`src/rtl/sort_mux_arb.sv`:
```
// rtl/sort_mux_arb.sv - N-channel select/arbitrate mux into a registered one-word output stage
// Define SORT_MUX_ARB_RR_EN for round-robin arbitration; default build is fixed priority (lowest index wins).
module sort_mux_arb #(
  parameter int DATAWIDTH = 32,
  parameter int NUM_CH    = 4,
  parameter int CHW       = 2
) (
  input  logic                        Clk,
  input  logic                        Rst,
  input  logic [NUM_CH*DATAWIDTH-1:0] in_data,
  input  logic [NUM_CH-1:0]           in_valid,
  output logic [NUM_CH-1:0]           in_ready,
  input  logic                        force_en,
  input  logic [CHW-1:0]              force_ch,
  output logic [DATAWIDTH-1:0]        out_data,
  output logic [CHW-1:0]              out_ch,
  output logic                        out_valid,
  input  logic                        out_ready
);

  logic [DATAWIDTH-1:0] out_data_q, out_data_d;
  logic [CHW-1:0]       out_ch_q, out_ch_d;
  logic                 out_valid_q, out_valid_d;

  logic [NUM_CH-1:0]    search;
  logic [NUM_CH-1:0]    grant_oh;
  logic [CHW-1:0]       grant_idx;
  logic [DATAWIDTH-1:0] sel_data;
  logic                 load_ok;
  logic                 in_xfer;

`ifdef SORT_MUX_ARB_RR_EN
  logic [CHW-1:0]    ptr_q, ptr_d;
  logic [NUM_CH-1:0] hi_valid;
`endif

  // Candidate set: forced channel only, or every valid channel rotated by the pointer.
  always_comb begin
    search = '0;
`ifdef SORT_MUX_ARB_RR_EN
    hi_valid = '0;
`endif
    if (force_en) begin
      for (int i = 0; i < NUM_CH; i++) begin
        if (int'(force_ch) == i) search[i] = in_valid[i];
      end
    end else begin
`ifdef SORT_MUX_ARB_RR_EN
      for (int i = 0; i < NUM_CH; i++) begin
        if (i >= int'(ptr_q)) hi_valid[i] = in_valid[i];
      end
      search = (|hi_valid) ? hi_valid : in_valid;
`else
      search = in_valid;
`endif
    end
  end

  always_comb begin
    grant_oh = '0;
    for (int i = NUM_CH - 1; i >= 0; i--) begin
      if (search[i]) begin
        grant_oh    = '0;
        grant_oh[i] = 1'b1;
      end
    end
  end

  always_comb begin
    grant_idx = '0;
    sel_data  = '0;
    for (int i = 0; i < NUM_CH; i++) begin
      if (grant_oh[i]) begin
        grant_idx = CHW'(i);
        sel_data  = in_data[i*DATAWIDTH +: DATAWIDTH];
      end
    end
  end

  assign load_ok  = !out_valid_q || out_ready;
  assign in_ready = (Rst || !load_ok) ? '0 : grant_oh;
  assign in_xfer  = |(in_ready & in_valid);

  always_comb begin
    out_data_d  = out_data_q;
    out_ch_d    = out_ch_q;
    out_valid_d = out_valid_q;
    if (in_xfer) begin
      out_data_d  = sel_data;
      out_ch_d    = grant_idx;
      out_valid_d = 1'b1;
    end else if (out_valid_q && out_ready) begin
      out_valid_d = 1'b0;
    end
  end

`ifdef SORT_MUX_ARB_RR_EN
  always_comb begin
    ptr_d = ptr_q;
    if (in_xfer) ptr_d = (int'(grant_idx) == NUM_CH - 1) ? '0 : grant_idx + CHW'(1);
  end
`endif

  always_ff @(posedge Clk) begin
    if (Rst) begin
      out_data_q  <= '0;
      out_ch_q    <= '0;
      out_valid_q <= 1'b0;
`ifdef SORT_MUX_ARB_RR_EN
      ptr_q       <= '0;
`endif
    end else begin
      out_data_q  <= out_data_d;
      out_ch_q    <= out_ch_d;
      out_valid_q <= out_valid_d;
`ifdef SORT_MUX_ARB_RR_EN
      ptr_q       <= ptr_d;
`endif
    end
  end

  assign out_data  = out_data_q;
  assign out_ch    = out_ch_q;
  assign out_valid = out_valid_q;

endmodule
```
`config.mk`:
```
export PLATFORM = sky130hd
export DESIGN_NAME = sort_mux_arb
export DESIGN_NICKNAME = d
export VERILOG_FILES = /design/src/rtl/sort_mux_arb.sv
export SDC_FILE = /design/constraint.sdc
export NUM_CORES = 1
export LEC_CHECK = 0
export BUFFER_PORTS_ARGS = -buffer_cell sky130_fd_sc_hd__buf_2
export CORE_ASPECT_RATIO = 0.7
export CORE_MARGIN = 5
export CORE_UTILIZATION = 40
export DETAILED_ROUTE_END_ITERATION = 10
export PLACE_DENSITY = 0.87
export SLEW_MARGIN = 20
export SYNTH_ARGS = -nofsm -noshare
export SYNTH_HDL_FRONTEND = slang
export SYNTH_SLANG_ARGS = --single-unit
```
`constraint.sdc`:
```
create_clock -name Clk -period 3.2 [get_ports Clk]
set_input_delay 0.64 -clock Clk [delete_from_list [all_inputs] [get_ports Clk]]
set_output_delay 0.64 -clock Clk [all_outputs]
set_load 0.005 [all_outputs]
```
# Yosys cells after proc, flatten, opt, wreduce, memory -nomap -nowiden
# Index checks and enable logic that the tools add are counted.
op_classes:
  n_bitwise: 1
  n_reduce_logical: 8
  muxes: 19
  eq_ne: 3
op_table:
  columns: ["operator", "count"]
  rows:
  - ["$mux W32", 4]
  - ["$mux W4", 6]
  - ["$mux W1", 7]
  - ["$and A4 B4 Y4", 1]
  - ["$eq A2 B2 Y1 const B", 2]
  - ["$mux W2", 2]
  - ["$reduce_or A4 Y1", 1]
  - ["$eq A2 B1 Y1 const B", 1]
  - ["$logic_not A1 Y1", 2]
  - ["$logic_not A2 Y1", 1]
  - ["$logic_or A1 B1 Y1", 2]
  - ["$reduce_bool A2 Y1", 1]
  - ["$logic_and A1 B1 Y1", 1]
word_totals:
  elab_cells: 34
  register_bits: 35
  output_inout_bits: 39
  in_bits: 138

# Longest topological paths before layout
# Gate-level depths: netlist (run 1).
depth:
  depth_word: 11
  mapped_depth: 7
  depth_no_buf: 4

# Worst setup path after synthesis (run 1)
# Ideal clock, no wire load.
synth_timing:
  path_type: "in2out"
  startpoint: "input in_valid[1]"
  endpoint: "output in_ready[3]"
  path_stages: 5
  required_ps: 2560
  slack_ps: 850
  arrival_time_ps: 1710
  n_path_buf: 2
  cell_sequence: "o21bai_1 o21a_1 buf_2 clkbuf_1 and3_1"
synth_between:
  elab_chain_len: 5
synth_lines:
  columns: ["item", "line_no", "source"]
  rows:
  - ["from (decl)", "11", "input logic [NUM_CH-1:0] in_valid,"]
  - ["$mux W1", "45", "if (int'(force_ch) == i) search[i] = in_valid[i];"]
  - ["$mux W4 (*)", "43", "if (force_en) begin"]
  - ["$mux W4 (*) (2 in series)", "62", "if (search[i]) begin"]
  - ["$mux W4 (*)", "81", "assign in_ready = (Rst || !load_ok) ? '0 : grant_oh;"]
  - ["to (decl)", "12", "output logic [NUM_CH-1:0] in_ready,"]
# Mark *: on every way between the ends. The rest lies on a longest branch, timed or not.

# Worst setup path after layout (run 1)
# Same ends and word-level chain as after synthesis.

==> impl_metrics.toml, run 1 <==
[detailed_routing]
drtAntennaViolNets = 0
drt_iter0_markers = 337
first_pass_iters = 7
post_drt_wl_per_cell_um = 19.2
vias_per_cell = 6.41
num_vias = 3210
drt-total-wl_um = 9620
drc_errors = 0

[cts]
numCtsBuffers = 5
cts_tree = "yes"
ctsRootBufferMaster = "clkbuf_8"
cts.htree.levels = 2
path_clk_slew_ns = 0.08
postCtsSetupBuffers = 0
clkSinkCount = 35
clk_path_buf_depth = 2
insertion_delay_ns = 0.28
post_cts_resized = 0
hold_buffers = 0

[timing]
hold_ws_ns = 0.525
finalSetupTns_ns = 0
finalSetupViolCount = 0
max_freq_mhz = 422
finClkSkew_ns = 0.00692
finalCritPeriodShare = 0.741
hold_viol = 0
relSlewSlack = 0.364
finalCriticalPeriod_ns = 2.37
rsz0062_at_grt = "no"
slew_viol_final = 0
worst_slew_pin_slew_ns = 0.949

[grt]
overflow = 0
grt_pass1_vias = 3112
grt_antenna_before_repair = 0
grt_pass1_wl_um = 14500
grt_use_total = 0.239
grt_max_degree = 36

[floorplan]
die_y_um = 74.2
die_w_um = 102
rows = 23
initial_core_util = 0.411
die_area_um2 = 7550
core-area_um2 = 5730
io_pins = 177

[finish]
syn2layout_area_growth_pct = 43.4
layout_commonest_cell = "buf_2"
num_antenna_cells = 0
drive_gt1_frac = 0.481
fin_nets = 563
mostFrequentLayoutCells = "buf_2 (176), dfxtp_1 (35), nand4b_1 (34)"
finalNonFillerCells = 501

[critical_path]
crit_chain = "buf_2 > o21bai_2 > buf_4 > o21a_1 > and3_1 > buf_2"
crit_top_cell = "buf_2"
start_kind = "input port"
cp_slowest_cell = "buf_4"
critPathKind = "input port to output pin"
cp.required_ns = 2.56
max_stage_delay_ns = 0.25
cp_max_fo = 18
critPathCaptureType = "output pin"
worstPathArrival_ns = 1.73

[run_status]
status = "finished clean"

[place]
dpl.cell_count = 493
dp_hpwl_um = 6980
port_buffers = 176
routabilityCongestion = 0.988

[synthesis]
syn-mean-instance-area_um2 = 8.79
ys_seq_area_frac = 0.298
syn_area_um2 = 2350
synth_nets = 406
ys_types = 34
yosys_warnings = 0
ys_seq_elements = 35
netlist_instances = 268

[power]
leakage_nw = 1.53
p_per_area_nw_per_um2 = 396
ir_drop_uv = 236

[flow_run]
timing.max_cap.violations = 0

[worst_hold_path]
hold_class = "flop to flop"
cells by family (layout without fill, tap and decap cells):
logic type | after synthesis | count (layout) | synth area share
muxes | 1 | 1 | 0.00425
and+or+nand+nor | 82 | 82 | 0.238
buffers and inverters | 41 | 199 | 0.0802
DFF | 35 | 35 | 0.298
AOI/OAI and AO/OA | 109 | 109 | 0.380
metal layers:
metal	GRT usage	vias to the layer above	share of wire
met1	0.286	1479	0.38
met5	0	-	0
met3	0.0647	10	0.14
met4	0.0590	0	0.0096
met2	0.430	224	0.48
li1	-	1497	-
power breakdown:
group | internal [mW] | leakage (nW) | switching [mW]
registers | 0.477 | 0.288 | 0.0260
clock network | 0.256 | 0.0618 | 0.171
logic | 0.195 | 1.18 | 0.212
registers in the layout (all words and copies together), names as in the netlist:
signal,cells
out_ch,2
out_data,32
out_valid,1
synthesized netlist by cell type, drive strengths merged:
| library cell | count | area (um^2) |
|---|---|---|
| or4b | 1 | 13.8 |
| o221ai | 32 | 280 |
| a211oi | 1 | 7.51 |
| a222oi | 31 | 310 |
| buf | 18 | 103 |
| a21oi | 2 | 10.0 |
| mux2i | 1 | 10.0 |
| clkbuf | 22 | 82.6 |
| o21bai | 1 | 7.51 |
| or3b | 2 | 17.5 |
| o211ai | 1 | 12.5 |
| nor2 | 2 | 7.51 |
| dfxtp | 35 | 701 |
| nor4 | 1 | 6.26 |
| o221a | 1 | 11.3 |
| nand4b | 34 | 298 |
| nand2 | 4 | 17.5 |
| nor2b | 1 | 6.26 |
| nand3 | 31 | 155 |
| or2 | 1 | 6.26 |
| o31a | 1 | 8.76 |
| a21boi | 2 | 15.0 |
| a31oi | 32 | 200 |
| nand4 | 1 | 6.26 |
| clkinv | 1 | 3.75 |
| and2 | 2 | 12.5 |
| o21ai | 3 | 15.0 |
| o21a | 1 | 7.51 |
| o211a | 1 | 10.0 |
| and3 | 2 | 12.5 |
worst paths after layout:
check / endpoint / cells past startpoint / startpoint / slack, ns
setup / recovery: in_ready[3] / 6 / in_valid[1] / 0.83
hold / removal: out_ch[0] / 1 / out_ch[0] / 0.53
setup reg to reg: out_ch[1] / 6 / out_valid / 1.58
hold reg to reg: out_ch[0] / 1 / out_ch[0] / 0.53
critical path: cells and delay by family:
kind | cells | cell delay [ns]
buffers and inverters | 3 | 0.52
AOI/OAI and AO/OA | 2 | 0.33
and+or+nand+nor | 1 | 0.23
final cells by class:
cell class                      count  area, um^2
Tap cell                           75        93.8
Clock inverter                      2        38.8
Multi-Input combinational cell    192        1470
Clock buffer                        6        82.6
Sequential cell                    35         701
Inverter                            1        3.75
Fill cell                         543        2350
Timing Repair Buffer              190         986
through the flow:
| step | util | total power, mW | cell area, um^2 | setup WS (ns) |
|---|---|---|---|---|
| finish | 0.590 | 1.34 | 3380 | 0.828 |
| detailed placement | 0.568 | 0.915 | 3260 | 0.830 |
| floorplan | - | 0.730 | 2350 | 0.850 |
| global route | 0.590 | 1.41 | 3380 | 0.739 |
| global placement | 0.568 | 0.902 | 3260 | 0.879 |
| CTS | 0.590 | 1.35 | 3380 | 0.849 |
(Power assumes the default switching activity.)
==> inputs of run 2 (changes only) <==
ABC_AREA = 1   (was unset)
CORE_UTILIZATION = 37   (was 40)
PLACE_DENSITY = 0.85   (was 0.87)
clock period = 1.9 ns   (was 3.2 ns; I/O delays follow)
==> impl_metrics.toml, run 2 <==
[floorplan]
core-area_um2 = 6250
die_area_um2 = 8180
initial_core_util = 0.382
rows = 24
die_y_um = 77.2
die_w_um = 106
io_pins = 177

[cts]
clk_path_buf_depth = 2
insertion_delay_ns = 0.28
ctsRootBufferMaster = "clkbuf_8"
cts_tree = "yes"
numCtsBuffers = 5
clkSinkCount = 35
path_clk_slew_ns = 0.07
cts.htree.levels = 2

[place]
routabilityCongestion = 0.848
port_buffers = 176
dp_hpwl_um = 7490

[critical_path]
crit_start = "force_ch[1]"
crit_buf_inv = 5
critPathCaptureType = "output pin"
timing.rr.start = "out_valid"
cp.required_ns = 1.52
max_stage_delay_ns = 0.26
crit_chain = "buf_2 > inv_1 > nand2_1 > nand2_2 > nand2_4 > inv_2 > buf_6 > nor3_1 > buf_2"
critPathKind = "input port to output pin"
cp_slowest_cell = "buf_6"
cp_top_family = "buffers and inverters"
cp_max_fo = 33
worstPathArrival_ns = 1.41
crit_top_cell = "buf_2"
start_kind = "input port"

[detailed_routing]
drt-total-wl_um = 9550
post_drt_wl_per_cell_um = 15.3
vias_per_cell = 5.56
first_pass_iters = 5
drc_errors = 0
drtAntennaViolNets = 0
num_vias = 3464
drt_iter0_markers = 177

[synthesis]
synthTopCellsByArea = "dfxtp_1 (29%), nand4_1 (17%), nand3_1 (14%), nor2_1 (9.3%), nand2_1 (8.2%)"
ys_types = 22
ys_seq_area_frac = 0.294
ys_seq_elements = 35
syn_area_um2 = 2380
synth_ff_type = "dfxtp_1"
syn-mean-instance-area_um2 = 6.36
async_reset_ff_frac = 0
yosysTopAreaCell = "dfxtp_1"
synth_top_area_frac = 0.294
netlist_instances = 375
post-synth-top-count-cell = "nand3_1"
yosys_warnings = 0
synth_nets = 513
synth_commonest_cells = "nand3_1 (68), nand4_1 (64), nor2_1 (59), nand2_1 (52), dfxtp_1 (35)"
synth_edf_count = 0

[finish]
syn2layout_area_growth_pct = 46.3
largest_reg_flops = 32
drive_gt1_frac = 0.400
layout_commonest_cell = "buf_2"
num_antenna_cells = 0
multi_input_area_um2 = 1480
mostFrequentLayoutCells = "buf_2 (176), nand3_1 (68), nand4_1 (64)"
area.sequential_um2 = 701
fin_nets = 682
fill_cells = 614

[timing]
relSlewSlack = 0.769
finalSetupTns_ns = 0
slew_viol_final = 0
max_freq_mhz = 560
worst_slew_pin_slew_ns = 0.347
finalCritPeriodShare = 0.940
rsz0062_at_grt = "no"
finalSetupViolCount = 0
finClkSkew_ns = 0.00516
hold_viol = 0
finalCriticalPeriod_ns = 1.79

[flow_run]
timing.max_cap.violations = 0

[grt]
grt_pass1_wl_um = 15100
grt_pass1_vias = 3350
grt_max_degree = 37
grt_antenna_before_repair = 1
overflow = 0
grt_use_total = 0.222

[power]
pwr-share-seq = 0.391
leakage_nw = 1.80
p_per_area_nw_per_um2 = 624
p_switching_uw = 708
power_switching_share = 0.325
ir_drop_uv = 316
p_clk_frac = 0.267
power_mw = 2.18
intPower_mw = 1.47
p_comb_frac = 0.341

[worst_hold_path]
hold_class = "input port to flop"
hp-start = "out_ready"

[run_status]
status = "finished clean"
==> run 2: changes by cell type after synthesis, moves of 5 or more <==
cell	delta
nand4b_1	-34
inv_1	+11
nand2_1	+49
buf_4	-5
nand3_1	+37
nand4_1	+63
nor2_1	+57
a31oi_1	-32
o21ai_0	+29
clkbuf_1	-6
a222oi_1	-31
o221ai_1	-32
==> run 2: through the flow <==
step                 util  hold slack (ns)  setup WS [ns]  instance area [um^2]  instances
floorplan               -            0.476          0.208                  2380        375
global placement    0.542            0.483          0.103                  3390        615
detailed placement  0.542            0.489         0.0373                  3390        615
CTS                 0.558            0.378         0.0326                  3490        623
global route        0.559            0.391         0.0421                  3490        623
finish              0.559            0.384          0.113                  3490        623
==> run 2: path summary, 6_finish.rpt <==
| check | slack, ns | endpoint | cells after the start |
|---|---|---|---|
| setup / recovery | 0.11 | in_ready[1] | 9 |
| hold / removal | 0.38 | out_valid | 4 |
| setup reg to reg | 0.45 | out_data[30] | 8 |
| hold reg to reg | 0.50 | out_ch[1] | 2 |
==> run 2: cells by family after synthesis <==
group	after synthesis	share of synthesized area
AND/OR/NAND/NOR	250	0.520
flip-flops	35	0.294
buffers and inverters	50	0.0918
AO/OA/AOI/OAI	40	0.0944
==> run 2: layout make-up <==
| cell class | instances | share of cell area |
|---|---|---|
| well taps | 78 | 0.0280 |
| clock buffers | 8 | 0.0287 |
| repair buffers | 197 | 0.302 |
| flip-flops and latches | 35 | 0.201 |
| multi-input cells | 290 | 0.424 |
| inverters | 15 | 0.0161 |
==> run 2: power groups by stage <==
stage | Combinational (mW) | Clock (mW) | Sequential, mW
global route | 0.826 | 0.634 | 0.860
detailed placement | 0.741 | 0 | 0.867
global placement | 0.716 | 0 | 0.868
CTS | 0.745 | 0.599 | 0.851
finish | 0.743 | 0.582 | 0.852
floorplan | 0.377 | 0 | 0.873
==> run 2: timing repair <==
action / CTS / global route
endpoints found under the setup margin: 0 / 1
resized for setup: 0 / 1
buffers inserted: 0 / 0
hold buffers: 0 / 0
endpoints found under the hold margin: 0 / 0
==> run 2: tightest hold or removal path, stage by stage <==
cell	delay, ns
buf_2	0.07
inv_1	0.05
nand2_1	0.06
a21oi_1	0.06
==> run 2: routing by layer <==
metal / track usage / wire, um
met1: 0.262 / 3770
met5: 0 / 13
met2: 0.389 / 4470
met4: 0.0582 / 147
met3: 0.0696 / 1150
==> inputs of run 3 (changes only) <==
--- a/config.mk
+++ b/config.mk
@@ -8,9 +8,10 @@
 export ABC_AREA = 1
 export BUFFER_PORTS_ARGS = -buffer_cell sky130_fd_sc_hd__buf_2
-export CORE_ASPECT_RATIO = 0.7
+export CELL_PAD_IN_SITES_DETAIL_PLACEMENT = 1
+export CELL_PAD_IN_SITES_GLOBAL_PLACEMENT = 1
 export CORE_MARGIN = 5
-export CORE_UTILIZATION = 37
+export CORE_UTILIZATION = 23
 export DETAILED_ROUTE_END_ITERATION = 10
-export PLACE_DENSITY = 0.85
+export PLACE_DENSITY = 0.83
 export SLEW_MARGIN = 20
 export SYNTH_ARGS = -nofsm -noshare
==> constraint.sdc (replaced) <==
create_clock -name Clk -period 1.9 [get_ports Clk]
set_input_delay 0.19 -clock Clk [delete_from_list [all_inputs] [get_ports Clk]]
set_output_delay 0.19 -clock Clk [all_outputs]
set_load 0.005 [all_outputs]
==> impl_metrics.toml, run 3 (synthesis gave the netlist of run 2 again) <==
[timing]
finalCriticalPeriod_ns = 1.67
hold_ws_ns = 0.195
hold_viol = 0
rsz0062_at_grt = "no"
max_freq_mhz = 600
relSlewSlack = 0.660
finalCritPeriodShare = 0.877
slew_viol_final = 0
finalSetupViolCount = 0
finClkSkew_ns = 0.00408
finalSetupTns_ns = 0
worst_slew_pin_slew_ns = 0.510

[cts]
postCtsSetupBuffers = 0
post_cts_resized = 0
path_clk_slew_ns = 0.07
clkSinkCount = 35
ctsRootBufferMaster = "clkbuf_8"
cts_tree = "yes"
hold_buffers = 0
insertion_delay_ns = 0.28
cts.htree.levels = 2
clk_path_buf_depth = 2
numCtsBuffers = 5

[floorplan]
io_pins = 177
core-area_um2 = 10200
die_area_um2 = 12500
die_w_um = 112
rows = 37
initial_core_util = 0.233
die_y_um = 112

[finish]
syn2layout_area_growth_pct = 48.5
fill_cells = 1370
mostFrequentLayoutCells = "buf_2 (176), nand3_1 (68), nand4_1 (64)"
layout_commonest_cell = "buf_2"
largest_reg_flops = 32
fin_nets = 679
drive_gt1_frac = 0.399
num_antenna_cells = 0
finalNonFillerCells = 678

[power]
power_mw = 2.30
intPower_mw = 1.55
ir_drop_uv = 249
p_clk_frac = 0.301
power_switching_share = 0.325
p_comb_frac = 0.326
p_per_area_nw_per_um2 = 649
p_switching_uw = 748
pwr-share-seq = 0.373
leakage_nw = 1.79

[detailed_routing]
first_pass_iters = 4
drc_errors = 0
drt_iter0_markers = 201
num_vias = 3437
post_drt_wl_per_cell_um = 16.8
vias_per_cell = 5.07
drtAntennaViolNets = 0
drt-total-wl_um = 11400

[grt]
grt_pass1_vias = 3674
grt_antenna_before_repair = 0
grt_max_degree = 37
grt_pass1_wl_um = 18200
overflow = 0
grt_use_total = 0.176

[place]
port_buffers = 176
routabilityCongestion = 0.858
dpl.cell_count = 670
dp_hpwl_um = 9220

[worst_hold_path]
holdPathStages = 4
hold_class = "input port to flop"

[critical_path]
path_depth = 5
r2r_cells = 7
crit_buf_inv = 3
max_stage_delay_ns = 0.33
cp_top_family = "buffers and inverters"
start_kind = "flop"
crit_chain = "a21oi_2 > buf_4 > inv_1 > nor3_1 > buf_2"
cp.required_ns = 1.71
critPathCaptureType = "output pin"
cp_slowest_cell = "dfxtp_1"
critPathKind = "flop to output pin"
worstPathArrival_ns = 1.48
cp_max_fo = 3

[run_status]
status = "finished clean"

[flow_run]
timing.max_cap.violations = 0
==> run 3: cell count changes in the layout (fill, tap and decap cells not counted), sizes merged <==
| cell | previous run | this run |
|---|---|---|
| clkinv | 0 | 1 |
| buf | 197 | 194 |
| clkbuf | 8 | 6 |
| bufinv | 0 | 1 |
==> run 3: area by class of cell <==
type                       instances  area (um^2)  area share
inverter                          15         56.3      0.0159
clock inverter                     2         35.0     0.00989
tap                              136          170      0.0481
clock buffer                       6         82.6      0.0233
timing repair buffer             194         1020       0.287
multi-input combinational        290         1480       0.418
sequential                        35          701       0.198
==> run 3: worst min-delay path: cells and delay by family <==
family                 cells  cell delay (ns)
and+or+nand+nor            1             0.06
buffers and inverters      2             0.12
AOI/OAI and AO/OA          1             0.06
==> run 3: worst paths after layout <==
kind	from	slack (ns)	end
worst max-delay path	out_valid	0.23	in_ready[1]
worst min-delay path	out_ready	0.20	out_valid
worst max register to register	out_valid	0.24	out_data[12]
worst min register to register	out_valid	0.50	out_valid
==> run 3: power by group through the flow <==
stage	sequential [mW]	combinational, mW	clock [mW]
after floorplan	0.873	0.377	0
after global placement	0.874	0.725	0
after detailed placement	0.873	0.754	0
after CTS	0.858	0.756	0.728
after global routing	0.867	0.837	0.752
final	0.858	0.749	0.692
==> run 3: layer usage <==
layer  wire length (um)  vias to the layer above  share of wire  GRT usage
met4                129                        0          0.011     0.0397
met3                841                       18          0.074     0.0435
met2               5660                      154           0.50      0.312
met1               4770                     1612           0.42      0.213
met5                  0                        -              0          0
li1                   -                     1653              -          -
==> run 3: per-stage QoR <==
step,util,cell area [um^2],worst slack [ns]
final,0.346,3540,0.234
after global routing,0.346,3540,0.111
after CTS,0.346,3540,0.205
after detailed placement,0.335,3420,0.143
after global placement,0.335,3420,0.265
after floorplan,-,2380,0.381
